[src/rtl/alu_sequencer_if.sv]
// Bundles the control-unit request channel, the ALU launch/completion channel
// and the captured-result outputs of the ALU sequencer.
interface alu_sequencer_if;
  logic        req_valid;
  logic        req_ready;
  logic [4:0]  req_opcode;
  logic [31:0] req_a;
  logic [31:0] req_b;
  logic [4:0]  alu_opcode;
  logic [31:0] alu_a;
  logic [31:0] alu_b;
  logic        alu_start;
  logic [63:0] alu_out;
  logic        alu_finished;
  logic [31:0] z_lo;
  logic [31:0] z_hi;
  logic        hi_write;
  logic        z_valid;
  logic        err;
  logic        busy;

  modport slave (
    input  req_valid, req_opcode, req_a, req_b, alu_out, alu_finished,
    output req_ready, alu_opcode, alu_a, alu_b, alu_start,
           z_lo, z_hi, hi_write, z_valid, err, busy
  );

  modport master (
    output req_valid, req_opcode, req_a, req_b, alu_out, alu_finished,
    input  req_ready, alu_opcode, alu_a, alu_b, alu_start,
           z_lo, z_hi, hi_write, z_valid, err, busy
  );
endinterface

[src/rtl/alu_sequencer.sv]
// Sequences one ALU operation at a time: latch request, strobe start, mask one
// stale completion cycle, wait (with timeout) for the result, then pulse z_valid.
module alu_sequencer #(
  parameter int unsigned START_CYCLES   = 1,
  parameter int unsigned TIMEOUT_CYCLES = 64
) (
  input  logic           clock,
  input  logic           reset,
  alu_sequencer_if.slave bus
);

  typedef enum logic [2:0] {IDLE, LAUNCH, BLANK, WAIT, DONE} state_t;

  localparam logic [4:0] OP_FIRST    = 5'b00011;
  localparam logic [4:0] OP_LAST     = 5'b10010;
  localparam logic [4:0] OP_MUL      = 5'b01111;
  localparam logic [4:0] OP_DIV      = 5'b10000;
  localparam logic [3:0] START_LIM   = 4'(START_CYCLES);
  localparam logic [7:0] TIMEOUT_LIM = 8'(TIMEOUT_CYCLES);

  state_t      state_q, state_d;
  logic [3:0]  start_cnt_q, start_cnt_d;
  logic [7:0]  wait_cnt_q, wait_cnt_d;
  logic [4:0]  alu_opcode_q, alu_opcode_d;
  logic [31:0] alu_a_q, alu_a_d;
  logic [31:0] alu_b_q, alu_b_d;
  logic        alu_start_q, alu_start_d;
  logic [31:0] z_lo_q, z_lo_d;
  logic [31:0] z_hi_q, z_hi_d;
  logic        hi_write_q, hi_write_d;
  logic        z_valid_q, z_valid_d;
  logic        err_q, err_d;

  function automatic logic op_legal(input logic [4:0] op);
    return (op >= OP_FIRST) && (op <= OP_LAST);
  endfunction

  function automatic logic op_writes_hi(input logic [4:0] op);
    return (op == OP_MUL) || (op == OP_DIV);
  endfunction

  always_comb begin
    state_d      = state_q;
    start_cnt_d  = start_cnt_q;
    wait_cnt_d   = wait_cnt_q;
    alu_opcode_d = alu_opcode_q;
    alu_a_d      = alu_a_q;
    alu_b_d      = alu_b_q;
    alu_start_d  = 1'b0;
    z_lo_d       = z_lo_q;
    z_hi_d       = z_hi_q;
    hi_write_d   = 1'b0;
    z_valid_d    = 1'b0;
    err_d        = err_q;

    unique case (state_q)
      IDLE: begin
        if (bus.req_valid) begin
          alu_opcode_d = bus.req_opcode;
          alu_a_d      = bus.req_a;
          alu_b_d      = bus.req_b;
          if (op_legal(bus.req_opcode)) begin
            err_d       = 1'b0;
            alu_start_d = 1'b1;
            start_cnt_d = 4'd1;
            state_d     = LAUNCH;
          end else begin
            // Illegal opcodes skip the ALU entirely and report straight away.
            err_d     = 1'b1;
            z_valid_d = 1'b1;
            state_d   = DONE;
          end
        end
      end
      LAUNCH: begin
        if (start_cnt_q == START_LIM) begin
          start_cnt_d = 4'd0;
          state_d     = BLANK;
        end else begin
          start_cnt_d = start_cnt_q + 4'd1;
          alu_start_d = 1'b1;
        end
      end
      BLANK: begin
        wait_cnt_d = 8'd0;
        state_d    = WAIT;
      end
      WAIT: begin
        // Completion is checked first so a finish on the timeout edge still captures.
        if (bus.alu_finished) begin
          z_lo_d     = bus.alu_out[31:0];
          z_hi_d     = bus.alu_out[63:32];
          hi_write_d = op_writes_hi(alu_opcode_q);
          z_valid_d  = 1'b1;
          wait_cnt_d = 8'd0;
          state_d    = DONE;
        end else if (wait_cnt_q + 8'd1 == TIMEOUT_LIM) begin
          err_d      = 1'b1;
          z_valid_d  = 1'b1;
          wait_cnt_d = 8'd0;
          state_d    = DONE;
        end else begin
          wait_cnt_d = wait_cnt_q + 8'd1;
        end
      end
      DONE: begin
        state_d = IDLE;
      end
      default: begin
        state_d = IDLE;
      end
    endcase
  end

  always_ff @(posedge clock) begin
    if (reset) begin
      state_q      <= IDLE;
      start_cnt_q  <= 4'd0;
      wait_cnt_q   <= 8'd0;
      alu_opcode_q <= 5'd0;
      alu_a_q      <= 32'd0;
      alu_b_q      <= 32'd0;
      alu_start_q  <= 1'b0;
      z_lo_q       <= 32'd0;
      z_hi_q       <= 32'd0;
      hi_write_q   <= 1'b0;
      z_valid_q    <= 1'b0;
      err_q        <= 1'b0;
    end else begin
      state_q      <= state_d;
      start_cnt_q  <= start_cnt_d;
      wait_cnt_q   <= wait_cnt_d;
      alu_opcode_q <= alu_opcode_d;
      alu_a_q      <= alu_a_d;
      alu_b_q      <= alu_b_d;
      alu_start_q  <= alu_start_d;
      z_lo_q       <= z_lo_d;
      z_hi_q       <= z_hi_d;
      hi_write_q   <= hi_write_d;
      z_valid_q    <= z_valid_d;
      err_q        <= err_d;
    end
  end

  assign bus.req_ready  = (state_q == IDLE);
  assign bus.busy       = (state_q != IDLE);
  assign bus.alu_opcode = alu_opcode_q;
  assign bus.alu_a      = alu_a_q;
  assign bus.alu_b      = alu_b_q;
  assign bus.alu_start  = alu_start_q;
  assign bus.z_lo       = z_lo_q;
  assign bus.z_hi       = z_hi_q;
  assign bus.hi_write   = hi_write_q;
  assign bus.z_valid    = z_valid_q;
  assign bus.err        = err_q;

endmodule

[src/flat_wrapper.sv]
// flat-port wrapper written by rule: the top's interface ports become plain ports
module alu_sequencer_flat 
#(
  parameter int unsigned START_CYCLES   = 1,
  parameter int unsigned TIMEOUT_CYCLES = 64
)
  (clock, reset, bus_req_valid, bus_req_opcode, bus_req_a, bus_req_b, bus_alu_out, bus_alu_finished, bus_req_ready, bus_alu_opcode, bus_alu_a, bus_alu_b, bus_alu_start, bus_z_lo, bus_z_hi, bus_hi_write, bus_z_valid, bus_err, bus_busy);
  alu_sequencer_if bus_i ();
  input  logic clock;
  input  logic reset;
  input wire logic [$bits(bus_i.req_valid)-1:0] bus_req_valid;
  input wire logic [$bits(bus_i.req_opcode)-1:0] bus_req_opcode;
  input wire logic [$bits(bus_i.req_a)-1:0] bus_req_a;
  input wire logic [$bits(bus_i.req_b)-1:0] bus_req_b;
  input wire logic [$bits(bus_i.alu_out)-1:0] bus_alu_out;
  input wire logic [$bits(bus_i.alu_finished)-1:0] bus_alu_finished;
  output wire logic [$bits(bus_i.req_ready)-1:0] bus_req_ready;
  output wire logic [$bits(bus_i.alu_opcode)-1:0] bus_alu_opcode;
  output wire logic [$bits(bus_i.alu_a)-1:0] bus_alu_a;
  output wire logic [$bits(bus_i.alu_b)-1:0] bus_alu_b;
  output wire logic [$bits(bus_i.alu_start)-1:0] bus_alu_start;
  output wire logic [$bits(bus_i.z_lo)-1:0] bus_z_lo;
  output wire logic [$bits(bus_i.z_hi)-1:0] bus_z_hi;
  output wire logic [$bits(bus_i.hi_write)-1:0] bus_hi_write;
  output wire logic [$bits(bus_i.z_valid)-1:0] bus_z_valid;
  output wire logic [$bits(bus_i.err)-1:0] bus_err;
  output wire logic [$bits(bus_i.busy)-1:0] bus_busy;
  assign bus_i.req_valid = bus_req_valid;
  assign bus_i.req_opcode = bus_req_opcode;
  assign bus_i.req_a = bus_req_a;
  assign bus_i.req_b = bus_req_b;
  assign bus_i.alu_out = bus_alu_out;
  assign bus_i.alu_finished = bus_alu_finished;
  assign bus_req_ready = bus_i.req_ready;
  assign bus_alu_opcode = bus_i.alu_opcode;
  assign bus_alu_a = bus_i.alu_a;
  assign bus_alu_b = bus_i.alu_b;
  assign bus_alu_start = bus_i.alu_start;
  assign bus_z_lo = bus_i.z_lo;
  assign bus_z_hi = bus_i.z_hi;
  assign bus_hi_write = bus_i.hi_write;
  assign bus_z_valid = bus_i.z_valid;
  assign bus_err = bus_i.err;
  assign bus_busy = bus_i.busy;
  alu_sequencer #(.START_CYCLES(START_CYCLES), .TIMEOUT_CYCLES(TIMEOUT_CYCLES)) u_core (.clock(clock), .reset(reset), .bus(bus_i));
endmodule
[config.mk]
export PLATFORM = sky130hd
export DESIGN_NAME = alu_sequencer_flat
export DESIGN_NICKNAME = d
export VERILOG_FILES = /design/src/rtl/alu_sequencer_if.sv /design/src/rtl/alu_sequencer.sv /design/src/flat_wrapper.sv
export SDC_FILE = /design/constraint.sdc
export NUM_CORES = 1
export LEC_CHECK = 0
export CAP_MARGIN = 15
export CORE_ASPECT_RATIO = 0.75
export CORE_UTILIZATION = 49
export CTS_CLUSTER_SIZE = 8
export DETAILED_ROUTE_END_ITERATION = 10
export DONT_BUFFER_PORTS = 1
export SLEW_MARGIN = 20
export SYNTH_ARGS = -nofsm -noshare
export SYNTH_HDL_FRONTEND = slang
export SYNTH_SLANG_ARGS = --single-unit
[constraint.sdc]
create_clock -name clock -period 2.3 [get_ports clock]
set_input_delay 0.345 -clock clock [delete_from_list [all_inputs] [get_ports clock]]
set_output_delay 0.345 -clock clock [all_outputs]
set_load 0.02 [all_outputs]
# Word-level counts from Yosys, hierarchy flattened
# Index checks and enable logic that the tools add are counted.
# op_classes
n_lt_le_gt_ge	2
eq_ne	13
n_addsub	2
bitwise	2
muxes	26
n_reduce_logical	13
# ops
cell	count
$mux W8	2
$pmux W8 S2	1
$mux W3	5
$mux W4	3
$pmux W3 S4	1
$mux W1	10
$add A8 B1 Y8 const B	1
$eq A8 B7 Y1 const B	1
$pmux W4 S2	1
$eq A3 B2 Y1 const B	2
$ne A2 B1 Y1 const B	3
$pmux W1 S2	3
$reduce_and A3 Y1	2
$reduce_bool A2 Y1	3
$eq A5 B4 Y1 const B	1
$eq A5 B5 Y1 const B	1
$ge A5 B2 Y1 const B	1
$le A5 B5 Y1 const B	1
$add A4 B1 Y4 const B	1
$eq A4 B1 Y1 const B	1
$ne A2 B2 Y1 const B	2
$reduce_and A2 Y1	2
$reduce_and A4 Y1	1
$eq A3 B1 Y1 const B	1
7 further kinds	8
# totals
ff_bits	152
word_cells	70
out_inout_bits	139
inputBits	137

# Logic depth before layout (Yosys ltp)
# Gate-level depths: netlist (run 1).
# logic_depth
ltp_word	5
ltp_mapped	8
ltp_nobuf	6

# Worst setup path after synthesis (run 1)
# No wires, ideal clock.
# synth_path
path_kind	register to register
start	register u_core.wait_cnt_q[0]
end	register u_core.err_q (netlist: u_core.bus.err)
path_slack_ps	654
t_required_ps	2178
stages_incl_launch_ff	7
n_path_buf	0
setup_time_ps	122
period_less_slack_ps	1646
arrival_time_ps	1524
path_cell_list	dfxtp_1 > ha_1 > nand3_1 > o21a_1 > o211ai_2 > nor3_1 > o311a_1
# synth_via
elab_chain_cells	4
# synth_lines
item	line_no	rtl
start, declared	alu_sequencer.sv:23	logic [7:0] wait_cnt_q, wait_cnt_d;
start signal, assigned	alu_sequencer.sv:132	wait_cnt_q <= wait_cnt_d;
$add A8 B1 Y8	alu_sequencer.sv:97	end else if (wait_cnt_q + 8'd1 == TIMEOUT_LIM) begin
$eq A8 B7 Y1	alu_sequencer.sv:97	
$ne A2 B1 Y1 (no line)	n/a	
$reduce_and A4 Y1 (no line)	n/a	
end signal, assigned	alu_sequencer.sv:141	err_q <= err_d;
end, declared	alu_sequencer.sv:32	logic err_q, err_d;
# No other way between the ends.
# A chain may end at the register's enable or synchronous reset.

# Worst setup path in the final report (run 1)
# layout_path
start	register u_core.state_q[1]
end	register u_core.alu_b_q[24] (netlist: u_core.bus.alu_b[24])
# layout_via
elab_chain_cells	2
# layout_lines
item	line_no	rtl
start, declared	alu_sequencer.sv:21	state_t state_q, state_d;
start signal, assigned	alu_sequencer.sv:130	state_q <= state_d;
$logic_not A3 Y1	n/a	
net bus_req_ready	flat_wrapper.sv:17	output wire logic [$bits(bus_i.req_ready)-1:0] bus_req_ready;
$reduce_and A2 Y1 (no line)	n/a	
end signal, assigned	alu_sequencer.sv:135	alu_b_q <= alu_b_d;
end, declared	alu_sequencer.sv:26	logic [31:0] alu_b_q, alu_b_d;
# The timed path passes the listed nets, and every way through them passes these cells.

==> impl_metrics.json, run 1 <==
{
  "final_layout_size_suffix_gt1_share_pct": 6.818,
  "area_delta_synth_final_pct": 12.57,
  "grt.overflow.total": 0,
  "numCtsBuffers": 17,
  "cts.path.max_buffers": 2,
  "ant_nets": 0,
  "clk_latency_ns": 0.41,
  "peakVddDrop_mv": 0.4874,
  "end_kind": "flip-flop",
  "relSlewSlack_pct": 41.44,
  "setup_viol": 0,
  "hold_violations": 0,
  "hp-class": "in -> reg",
  "regArea_sq_mm": 0.003043,
  "maxCapViolCount": 0,
  "synth_top_area_cell": "dfxtp_1",
  "synth_edf_count": 0,
  "die_area_sq_mm": 0.01194,
  "grt_pass1_wl_mm": 21.19,
  "period_needed_ns": 1.968,
  "drv_slew": 0,
  "fin_area_sq_mm": 0.006344,
  "ys_seq_elements": 152,
  "post-route-period-util_pct": 85.56,
  "fmax_mhz": 508.2,
  "wl_met2_mm": 6.685,
  "ioPinCount": 276,
  "post_cts_buffers": 0,
  "ys_types": 48,
  "grt_max_degree": 132,
  "dp_slack_ns": 0.3201,
  "tns_ns": 0,
  "yosys-top-cells-count": "nand2_1 (277), dfxtp_1 (152), a21oi_1 (142)",
  "num_rows": 33,
  "power_mw": 6.595,
  "syn_area_sq_mm": 0.005635,
  "placed_cell_area_sq_mm": 0.005682,
  "highest_layer": "met4",
  "ys_seq_area_share_pct": 54.00,
  "arrival_ns": 2.30,
  "synth_top_area_share_pct": 54.00,
  "synth_fp_nets": 852,
  "reg2reg_to": "u_core.bus.alu_b[24]",
  "switching_share_pct": 25.60,
  "clock-sinks": 152,
  "r2r_start": "u_core.state_q[1]",
  "clock-skew-final_ns": 0.004905,
  "cts_htree_levels": 4,
  "pwr-share-seq_pct": 47.0,
  "ys.warnings.count": 0,
  "internal_power_mw": 4.906,
  "critical_path_peak_fanout": 69,
  "required_ns": 2.63,
  "vias": 4586,
  "clock_tree.root_cell": "clkbuf_16",
  "drt_first_iter_violations": 234,
  "critPathLaunch": "u_core.state_q[1]",
  "synthTopCellsByArea": "dfxtp_1 (54%), nand2_1 (18%), a21oi_1 (13%)",
  "cp-start-kind": "flip-flop",
  "routed_wl_mm": 13.85,
  "multiInputGateArea_sq_mm": 0.002359,
  "p_per_area_mw_per_mm2": 1040,
  "wl_met1_mm": 5.466,
  "chipHeight_um": 94.88,
  "crit_path_end": "u_core.bus.alu_b[24]",
  "core_area_sq_mm": 0.01107,
  "drc": 0,
  "p_leak_nw": 2.196,
  "grt_pass1_vias": 4316,
  "nets": 832,
  "reg2reg_slack_ns": 0.33,
  "track_usage_pct": 22.72,
  "p_sw_mw": 1.689,
  "die_w_um": 125.8,
  "clockPowerShare_pct": 44.9,
  "syn-mean-instance-area_sq_um": 7.915,
  "status": "finished clean",
  "reg2reg_depth": 6,
  "avgRoutedWirePerCell_um": 16.41,
  "portBuffers": 0,
  "clk_pin_slew_ns": 0.06,
  "fillers": 1030,
  "yosysMostFrequentCell": "nand2_1",
  "vias_per_cell": 5.434,
  "path_class": "reg -> reg",
  "first_pass_iters": 5,
  "start_util_pct": 50.93,
  "route.met3.wl_mm": 1.480,
  "dp_hpwl_mm": 9.496,
  "place.gp.congestion": 0.7939,
  "rsz0062_at_grt": "no",
  "n_antenna_cell": 0,
  "setup_ws_ns": 0.3321,
  "synthArstFlopShare_pct": 0,
  "ctsResizeCount": 0,
  "power_frac_comb_pct": 8.1,
  "worstMarginPinSlew_ns": 0.8756,
  "antenna_found_initial": 0,
  "synth_ff_type": "dfxtp_1",
  "tritoncts": "yes",
  "synthCells": 712
}
==> cells in the final DEF (no fill, tap or decap), types with 2 or more instances in the layout <==
cell type,n
a211oi_1,2
a21o_1,2
a21oi_1,142
a21oi_2,2
a311oi_1,2
and3_1,2
buf_12,3
buf_4,4
bufinv_16,5
clkbuf_1,2
clkbuf_16,17
clkinv_2,3
dfxtp_1,152
dlygate4sd3_1,3
ha_1,3
inv_1,3
inv_6,2
nand2_1,276
nand2b_1,5
nand3_1,4
nand3b_1,2
nand4_1,2
nor2_1,15
nor3_1,9
o21a_1,2
o21ai_0,9
o31ai_1,2
or3_1,2
==> cell families (layout without fill, tap and decap cells) <==
logic type | Yosys count | after routing | synth area share [%]
AND/OR/NAND/NOR | 329 | 329 | 23.67
AO/OA/AOI/OAI | 173 | 173 | 17.12
flip-flops | 152 | 152 | 54.00
buffers and inverters | 53 | 45 | 4.241
adder cells (fa/ha/maj) | 3 | 3 | 0.6661
XOR/XNOR | 2 | 2 | 0.3109
==> power groups by stage <==
stage          sequential, mW  clock, mW  combinational [mW]
6_report                 3.10       2.96               0.536
5_1_grt                  3.12       3.14               0.614
4_1_cts                  3.10       3.02               0.545
3_5_place_dp             3.16          0               0.535
3_3_place_gp             3.15          0               0.509
2_1_floorplan            3.10          0               0.484
==> state kept, by name, indices dropped and copies added (netlist names) <==
signal,flops
u_core.bus.alu_a,32
u_core.bus.alu_b,32
u_core.bus.alu_opcode,5
u_core.bus.alu_start,1
u_core.bus.err,1
u_core.bus.hi_write,1
u_core.bus.z_hi,32
u_core.bus.z_lo,32
u_core.bus.z_valid,1
u_core.start_cnt_q,4
u_core.state_q,3
u_core.wait_cnt_q,8
==> repair_timing <==
action	CTS	global route
endpoints found under the hold margin	22	1
hold buffers	2	1
setup endpoints to repair	0	0
==> how the worst min path moves through the flow <==
stage	cells after the start	to	slack [ns]	start
2_1_floorplan	1	u_core.start_cnt_q[3]	0.45	u_core.start_cnt_q[3]
3_3_place_gp	1	u_core.bus.alu_b[22]	0.43	reset
3_5_place_dp	1	u_core.bus.alu_b[28]	0.43	reset
4_1_cts	1	u_core.bus.alu_b[25]	0.0006	reset
5_1_grt	1	u_core.bus.alu_b[27]	-0.009	reset
6_report	1	u_core.bus.alu_b[15]	0.01	reset
==> per-stage QoR <==
| step | std cells | hold WS, ns | util (%) |
|---|---|---|---|
| floorplan | 712 | 0.4517 | - |
| global placement | 810 | 0.4265 | 51.35 |
| detailed placement | 810 | 0.4259 | 51.35 |
| CTS | 843 | 0.0005994 | 57.24 |
| global route | 844 | -0.008985 | 57.33 |
| finish | 844 | 0.009629 | 57.33 |
==> layout make-up <==
type                       instances  area share, %
sequential                       152          47.97
multi-input combinational        507          37.18
clock buffer                      19          6.824
clock inverter                    12          3.136
tap                              140          2.761
timing repair buffer              10          1.893
inverter                           4         0.2367
==> worst max-delay path, stage by stage, from the launching register on <==
cell     delay (ns)
dfxtp_1        0.54
or3_4          0.28
inv_2          0.12
nand2_2        0.09
buf_4          0.54
nand2_1        0.13
a21oi_1        0.18
==> metal layers <==
layer | vias up | global-route usage (%)
met4 | 0 | 9.036
met3 | 17 | 10.31
met2 | 204 | 37.69
li1 | 2298 | -
met1 | 2067 | 25.77
met5 | - | 0
No activity file was read; power rests on OpenSTA's default activity.
==> inputs of run 2 (changes only) <==
--- a/config.mk
+++ b/config.mk
@@ -5,12 +5,15 @@
 export SDC_FILE = /design/constraint.sdc
 export NUM_CORES = 1
 export LEC_CHECK = 0
+export ABC_AREA = 1
 export CAP_MARGIN = 15
 export CORE_ASPECT_RATIO = 0.75
+export CORE_MARGIN = 10
 export CORE_UTILIZATION = 49
 export CTS_CLUSTER_SIZE = 8
 export DETAILED_ROUTE_END_ITERATION = 10
 export DONT_BUFFER_PORTS = 1
+export PLACE_DENSITY = 0.62
 export SLEW_MARGIN = 20
 export SYNTH_ARGS = -nofsm -noshare
 export SYNTH_HDL_FRONTEND = slang
==> impl_metrics.json, run 2 <==
{
  "status": "finished clean",
  "grt.overflow.total": 0,
  "antenna_found_initial": 0,
  "tritoncts": "yes",
  "core_area_sq_mm": 0.01153,
  "area_delta_synth_final_pct": 11.91,
  "ys.warnings.count": 0,
  "vias": 4786,
  "dp_hpwl_mm": 12.10,
  "post_cts_buffers": 0,
  "setup_viol": 0,
  "p_per_area_mw_per_mm2": 1222,
  "track_usage_pct": 19.15,
  "rsz0062_at_grt": "no",
  "grt_pass1_vias": 4624,
  "die_area_sq_mm": 0.01650,
  "slowest_stage": "buf_4",
  "critical_path.top_delay_family": "buffers and inverters",
  "first_pass_iters": 4,
  "clk_latency_ns": 0.41,
  "arrival_ns": 1.97,
  "fmax_mhz": 615.8,
  "num_rows": 34,
  "end_kind": "flip-flop",
  "mostFrequentLayoutCells": "nand2_1 (230), dfxtp_1 (152), a21oi_1 (143), nand3_1 (82), inv_1 (25)",
  "numCtsBuffers": 17,
  "drv_slew": 0,
  "power_frac_comb_pct": 17.4,
  "relSlewSlack_pct": 53.32,
  "grt_pass1_wl_mm": 25.59,
  "fin_util_pct": 55.76,
  "p_leak_nw": 2.298,
  "avgRoutedWirePerCell_um": 19.28,
  "cpPeakStageDelay_ns": 0.40,
  "synth_edf_count": 0,
  "clock-skew-final_ns": 0.006636,
  "fin_area_sq_mm": 0.006429,
  "required_ns": 2.65,
  "clk_pin_slew_ns": 0.07,
  "synthTopCellsByArea": "dfxtp_1 (53%), nand2_1 (15%), a21oi_1 (12%)",
  "ioPinCount": 276,
  "hp-class": "in -> reg",
  "synthArstFlopShare_pct": 0,
  "clock_tree.root_cell": "clkbuf_16",
  "cp_cell_sequence": "nand3_1 > inv_2 > buf_4 > nand3_1 > a21oi_1",
  "post-route-period-util_pct": 70.60,
  "switching_share_pct": 35.38,
  "start_util_pct": 49.83,
  "die_w_um": 145.0,
  "worstMarginPinSlew_ns": 0.6979,
  "routed_wl_mm": 17.25,
  "grt_max_degree": 122,
  "path_class": "reg -> reg",
  "ys_seq_elements": 152,
  "portBuffers": 0,
  "synth_top_area_share_pct": 52.97,
  "cts_htree_levels": 4,
  "hold_violations": 0,
  "peakVddDrop_mv": 0.5984,
  "cp-start-kind": "flip-flop",
  "chipHeight_um": 113.8,
  "synthCells": 741,
  "drc": 0,
  "syn_area_sq_mm": 0.005744,
  "fillers": 1087,
  "pwr-share-seq_pct": 46.7,
  "critical_path_peak_fanout": 34,
  "placed_cell_area_sq_mm": 0.005758,
  "period_needed_ns": 1.624,
  "place.gp.congestion": 0.7811,
  "ctsResizeCount": 0,
  "ys_types": 28,
  "final_common_cell": "nand2_1",
  "syn-mean-instance-area_sq_um": 7.752,
  "nets": 860,
  "critPathMostFrequentCell": "nand3_1",
  "yosys-top-cells-count": "nand2_1 (231), dfxtp_1 (152), a21oi_1 (143)",
  "internal_power_mw": 5.076,
  "cts.path.max_buffers": 2,
  "final_layout_size_suffix_gt1_share_pct": 7.776,
  "synth_top_area_cell": "dfxtp_1",
  "drt_first_iter_violations": 381,
  "maxCapViolCount": 0,
  "power_mw": 7.855,
  "synth_fp_nets": 881,
  "tns_ns": 0,
  "vias_per_cell": 5.347,
  "path_buf_inv": 2,
  "regArea_sq_mm": 0.003043,
  "clock-sinks": 152,
  "ys_seq_area_share_pct": 52.97,
  "multiInputGateArea_sq_mm": 0.002333,
  "clockPowerShare_pct": 36.0,
  "yosysMostFrequentCell": "nand2_1",
  "synth_ff_type": "dfxtp_1",
  "p_sw_mw": 2.779,
  "ant_nets": 0,
  "n_antenna_cell": 0
}
==> run 2: changes by cell type in the layout (fill, tap and decap cells not counted), moves of 3 or more <==
cell / change
inv_1: +22
nand3_1: +78
inv_6: +3
bufinv_16: -3
nand2_1: -46
nand2b_1: -5
nand2_4: +4
nor3_1: -6
==> run 2: timing repair <==
| action | in CTS | in global routing |
|---|---|---|
| endpoints found under the hold margin | 20 | 4 |
| endpoints found under the setup margin | 0 | 0 |
| hold buffers | 2 | 3 |
==> run 2: metrics by stage <==
step           setup slack [ns]  hold slack, ns  instances
3_5_place_dp             0.6751          0.4314        858
6_report                 0.6761         0.02478        895
2_1_floorplan            0.8818          0.4582        741
5_1_grt                  0.4875       -0.002293        895
3_3_place_gp             0.7779          0.4297        858
4_1_cts                  0.6587       0.0008071        892
==> run 2: final cells by class <==
cell class                      count  share of cell area, %
Multi-Input combinational cell    508                  36.30
Clock buffer                       18                  6.831
Sequential cell                   152                  47.33
Timing Repair Buffer               12                  2.102
Inverter                           29                  1.771
Tap cell                          162                  3.153
Clock inverter                     14                  2.511
==> run 2: path summary, 6_finish.rpt <==
kind / from / end / slack, ns / depth (start not counted)
min: reset / u_core.bus.alu_a[5] / 0.02 / 1
max: u_core.state_q[0] / u_core.bus.z_hi[0] / 0.68 / 5
max reg2reg: u_core.state_q[0] / u_core.bus.z_hi[0] / 0.68 / 5
min reg2reg: u_core.wait_cnt_q[7] / u_core.wait_cnt_q[7] / 0.50 / 2
==> run 2: power groups by stage <==
stage	registers, mW	logic, mW	clock network, mW
after detailed placement	3.74	1.32	0
after floorplan	3.61	1.18	0
after global placement	3.73	1.27	0
final	3.67	1.36	2.83
after CTS	3.68	1.34	2.87
after global routing	3.71	1.55	2.98
==> run 2: cell families after synthesis <==
family	Yosys count	synth area share [%]
xor gates and xnor gates	2	0.3050
DFF	152	52.97
and+or+nand+nor	345	25.42
adders and majority gates	3	0.6535
AOI/OAI and AO/OA	158	14.20
buffers and inverters	81	6.447
==> run 2: worst register-to-register path, stage by stage, from the launching register on <==
cell and delay, ns:
dfxtp_1 0.39, nand3_1 0.16, inv_2 0.31, buf_4 0.40
nand3_1 0.13, a21oi_1 0.17
==> run 2: routing by layer <==
metal	routed length, um	share of wire, %	vias to the layer above	global-route usage [%]
li1	-	-	2393	-
met1	6183	36	2198	19.30
met2	8883	51	175	32.69
met3	1918	11	20	11.20
met4	267	1.5	0	6.653
met5	0	0	-	0
==> inputs of run 3 (changes only) <==
--- a/config.mk
+++ b/config.mk
@@ -13,7 +13,7 @@
 export CTS_CLUSTER_SIZE = 8
 export DETAILED_ROUTE_END_ITERATION = 10
 export DONT_BUFFER_PORTS = 1
-export PLACE_DENSITY = 0.62
+export PLACE_DENSITY = 0.64
 export SLEW_MARGIN = 20
 export SYNTH_ARGS = -nofsm -noshare
 export SYNTH_HDL_FRONTEND = slang
==> constraint.sdc (replaced) <==
create_clock -name clock -period 1.45 [get_ports clock]
set_input_delay 0.2175 -clock clock [delete_from_list [all_inputs] [get_ports clock]]
set_output_delay 0.2175 -clock clock [all_outputs]
set_load 0.02 [all_outputs]
==> impl_metrics.json, run 3 (synthesized netlist as in run 2, its figures left out) <==
{
  "status": "finished, violations left",
  "violations": "hold timing, setup timing",
  "hp-class": "in -> reg",
  "vias": 4970,
  "cts.path.max_buffers": 2,
  "p_leak_nw": 2.421,
  "worstHoldPathCells": 1,
  "hold_ws_ns": -0.1328,
  "p_per_area_mw_per_mm2": 1961,
  "ant_nets": 0,
  "clk_pin_slew_ns": 0.06,
  "dp_slack_ns": -0.1259,
  "reg2reg_slack_ns": -0.02,
  "worstMarginPinSlew_ns": 0.4724,
  "antenna_found_initial": 0,
  "required_ns": 1.74,
  "ioPinCount": 276,
  "n_antenna_cell": 0,
  "relSlewSlack_pct": 68.40,
  "reg2reg_depth": 9,
  "worstHoldEndpoint": "u_core.bus.alu_b[23]",
  "die_w_um": 145.0,
  "area_delta_synth_final_pct": 18.06,
  "grt_max_degree": 141,
  "fin_area_sq_mm": 0.006782,
  "peakVddDrop_mv": 1.402,
  "final_layout_size_suffix_gt1_share_pct": 12.62,
  "nets": 872,
  "final_common_cell": "nand2_1",
  "rsz0062_at_grt": "yes",
  "clock-skew-final_ns": 0.009406,
  "clk_latency_ns": 0.42,
  "drc": 0,
  "numCtsBuffers": 17,
  "hold_buffers": 2,
  "tritoncts": "yes",
  "portBuffers": 0,
  "grt_pass1_vias": 4673,
  "fin_util_pct": 58.82,
  "dp_hpwl_mm": 11.89,
  "drv_slew": 0,
  "post-route-period-util_pct": 101.4,
  "path_class": "reg -> reg",
  "clock-sinks": 152,
  "vias_per_cell": 5.480,
  "fmax_mhz": 680.1,
  "critical_path_peak_fanout": 4,
  "cp-start-kind": "flip-flop",
  "core_area_sq_mm": 0.01153,
  "die_area_sq_mm": 0.01650,
  "maxCapViolCount": 0,
  "avgRoutedWirePerCell_um": 19.25,
  "place.gp.congestion": 0.8357,
  "end_kind": "flip-flop",
  "setup_ws_ns": -0.02043,
  "cts_htree_levels": 4,
  "mostFrequentLayoutCells": "nand2_1 (225), dfxtp_1 (145), a21oi_1 (143), nand3_1 (75), inv_1 (23)",
  "routed_wl_mm": 17.46,
  "r2r_start": "u_core.wait_cnt_q[1]",
  "critPathLaunch": "u_core.wait_cnt_q[1]",
  "setup_viol": 3,
  "period_needed_ns": 1.470,
  "placed_cell_area_sq_mm": 0.005876,
  "grt_pass1_wl_mm": 26.05,
  "first_pass_iters": 5,
  "arrival_ns": 1.76,
  "hold_violations": 129,
  "start_util_pct": 49.83,
  "drt_first_iter_violations": 506,
  "chipHeight_um": 113.8,
  "grt.overflow.total": 0,
  "reg2reg_to": "u_core.wait_cnt_q[6]",
  "clock_tree.root_cell": "clkbuf_16",
  "track_usage_pct": 19.24,
  "num_rows": 34,
  "hp-start": "reset"
}
-- run 3: routing by layer --
metal	global-route usage (%)	up-vias	part of all wire [%]
met1	20.35	2321	37
met2	33.42	211	52
met5	0	-	0
met4	6.178	0	1.7
li1	-	2415	-
met3	9.220	23	10
-- run 3: how the worst max path moves through the flow --
stage	end	slack (ns)	cells past startpoint
after floorplan	u_core.state_q[0]	0.03	11
after global placement	u_core.state_q[1]	-0.03	11
after detailed placement	u_core.state_q[1]	-0.13	11
after CTS	u_core.state_q[1]	0.004	10
after global routing	u_core.bus.err	-0.09	9
final	u_core.wait_cnt_q[6]	-0.02	9
-- run 3: cell type report --
type,count,area [sq um]
sequential,152,3054
clock inverter,14,246.5
clock buffer,18,429.2
fill,1055,4747
multi-input combinational,508,2439
tap,162,202.7
timing repair buffer,24,294.0
inverter,29,116.4
-- run 3: critical path, stage by stage (launching register included) --
cell     delay (ns)
dfxtp_2        0.35
ha_4           0.16
nand2_8        0.07
o21ai_2        0.15
nand2_2        0.09
nor2_4         0.12
nand3_2        0.10
buf_4          0.15
nand4_1        0.07
a21oi_1        0.08
-- run 3: power by group --
part           total [mW]  switching (mW)  internal [mW]
clock network        5.02            1.77           3.25
registers            5.81            1.07           4.74
logic                2.47            1.54          0.938
total                13.3            4.37           8.93
-- run 3: repair_timing --
| item | in CTS | in global routing |
|---|---|---|
| hold endpoints to repair | 141 | 139 |
| pin swaps | 9 | 11 |
| setup buffers | 1 | 3 |
| resized for setup | 16 | 21 |
| cloned | 0 | 2 |
| endpoints found under the setup margin | 5 | 70 |
-- run 3: per-stage QoR --
stage                     cells  hold WS [ns]  power [mW]  setup TNS (ns)
after global routing        907       -0.1466       13.94         -0.3760
after floorplan             741        0.3524       7.600               0
after detailed placement    867        0.3055       8.222         -0.2791
final                       907       -0.1328       13.30        -0.04274
after CTS                   902       -0.1407       13.25               0
after global placement      867        0.3043       8.142        -0.06621
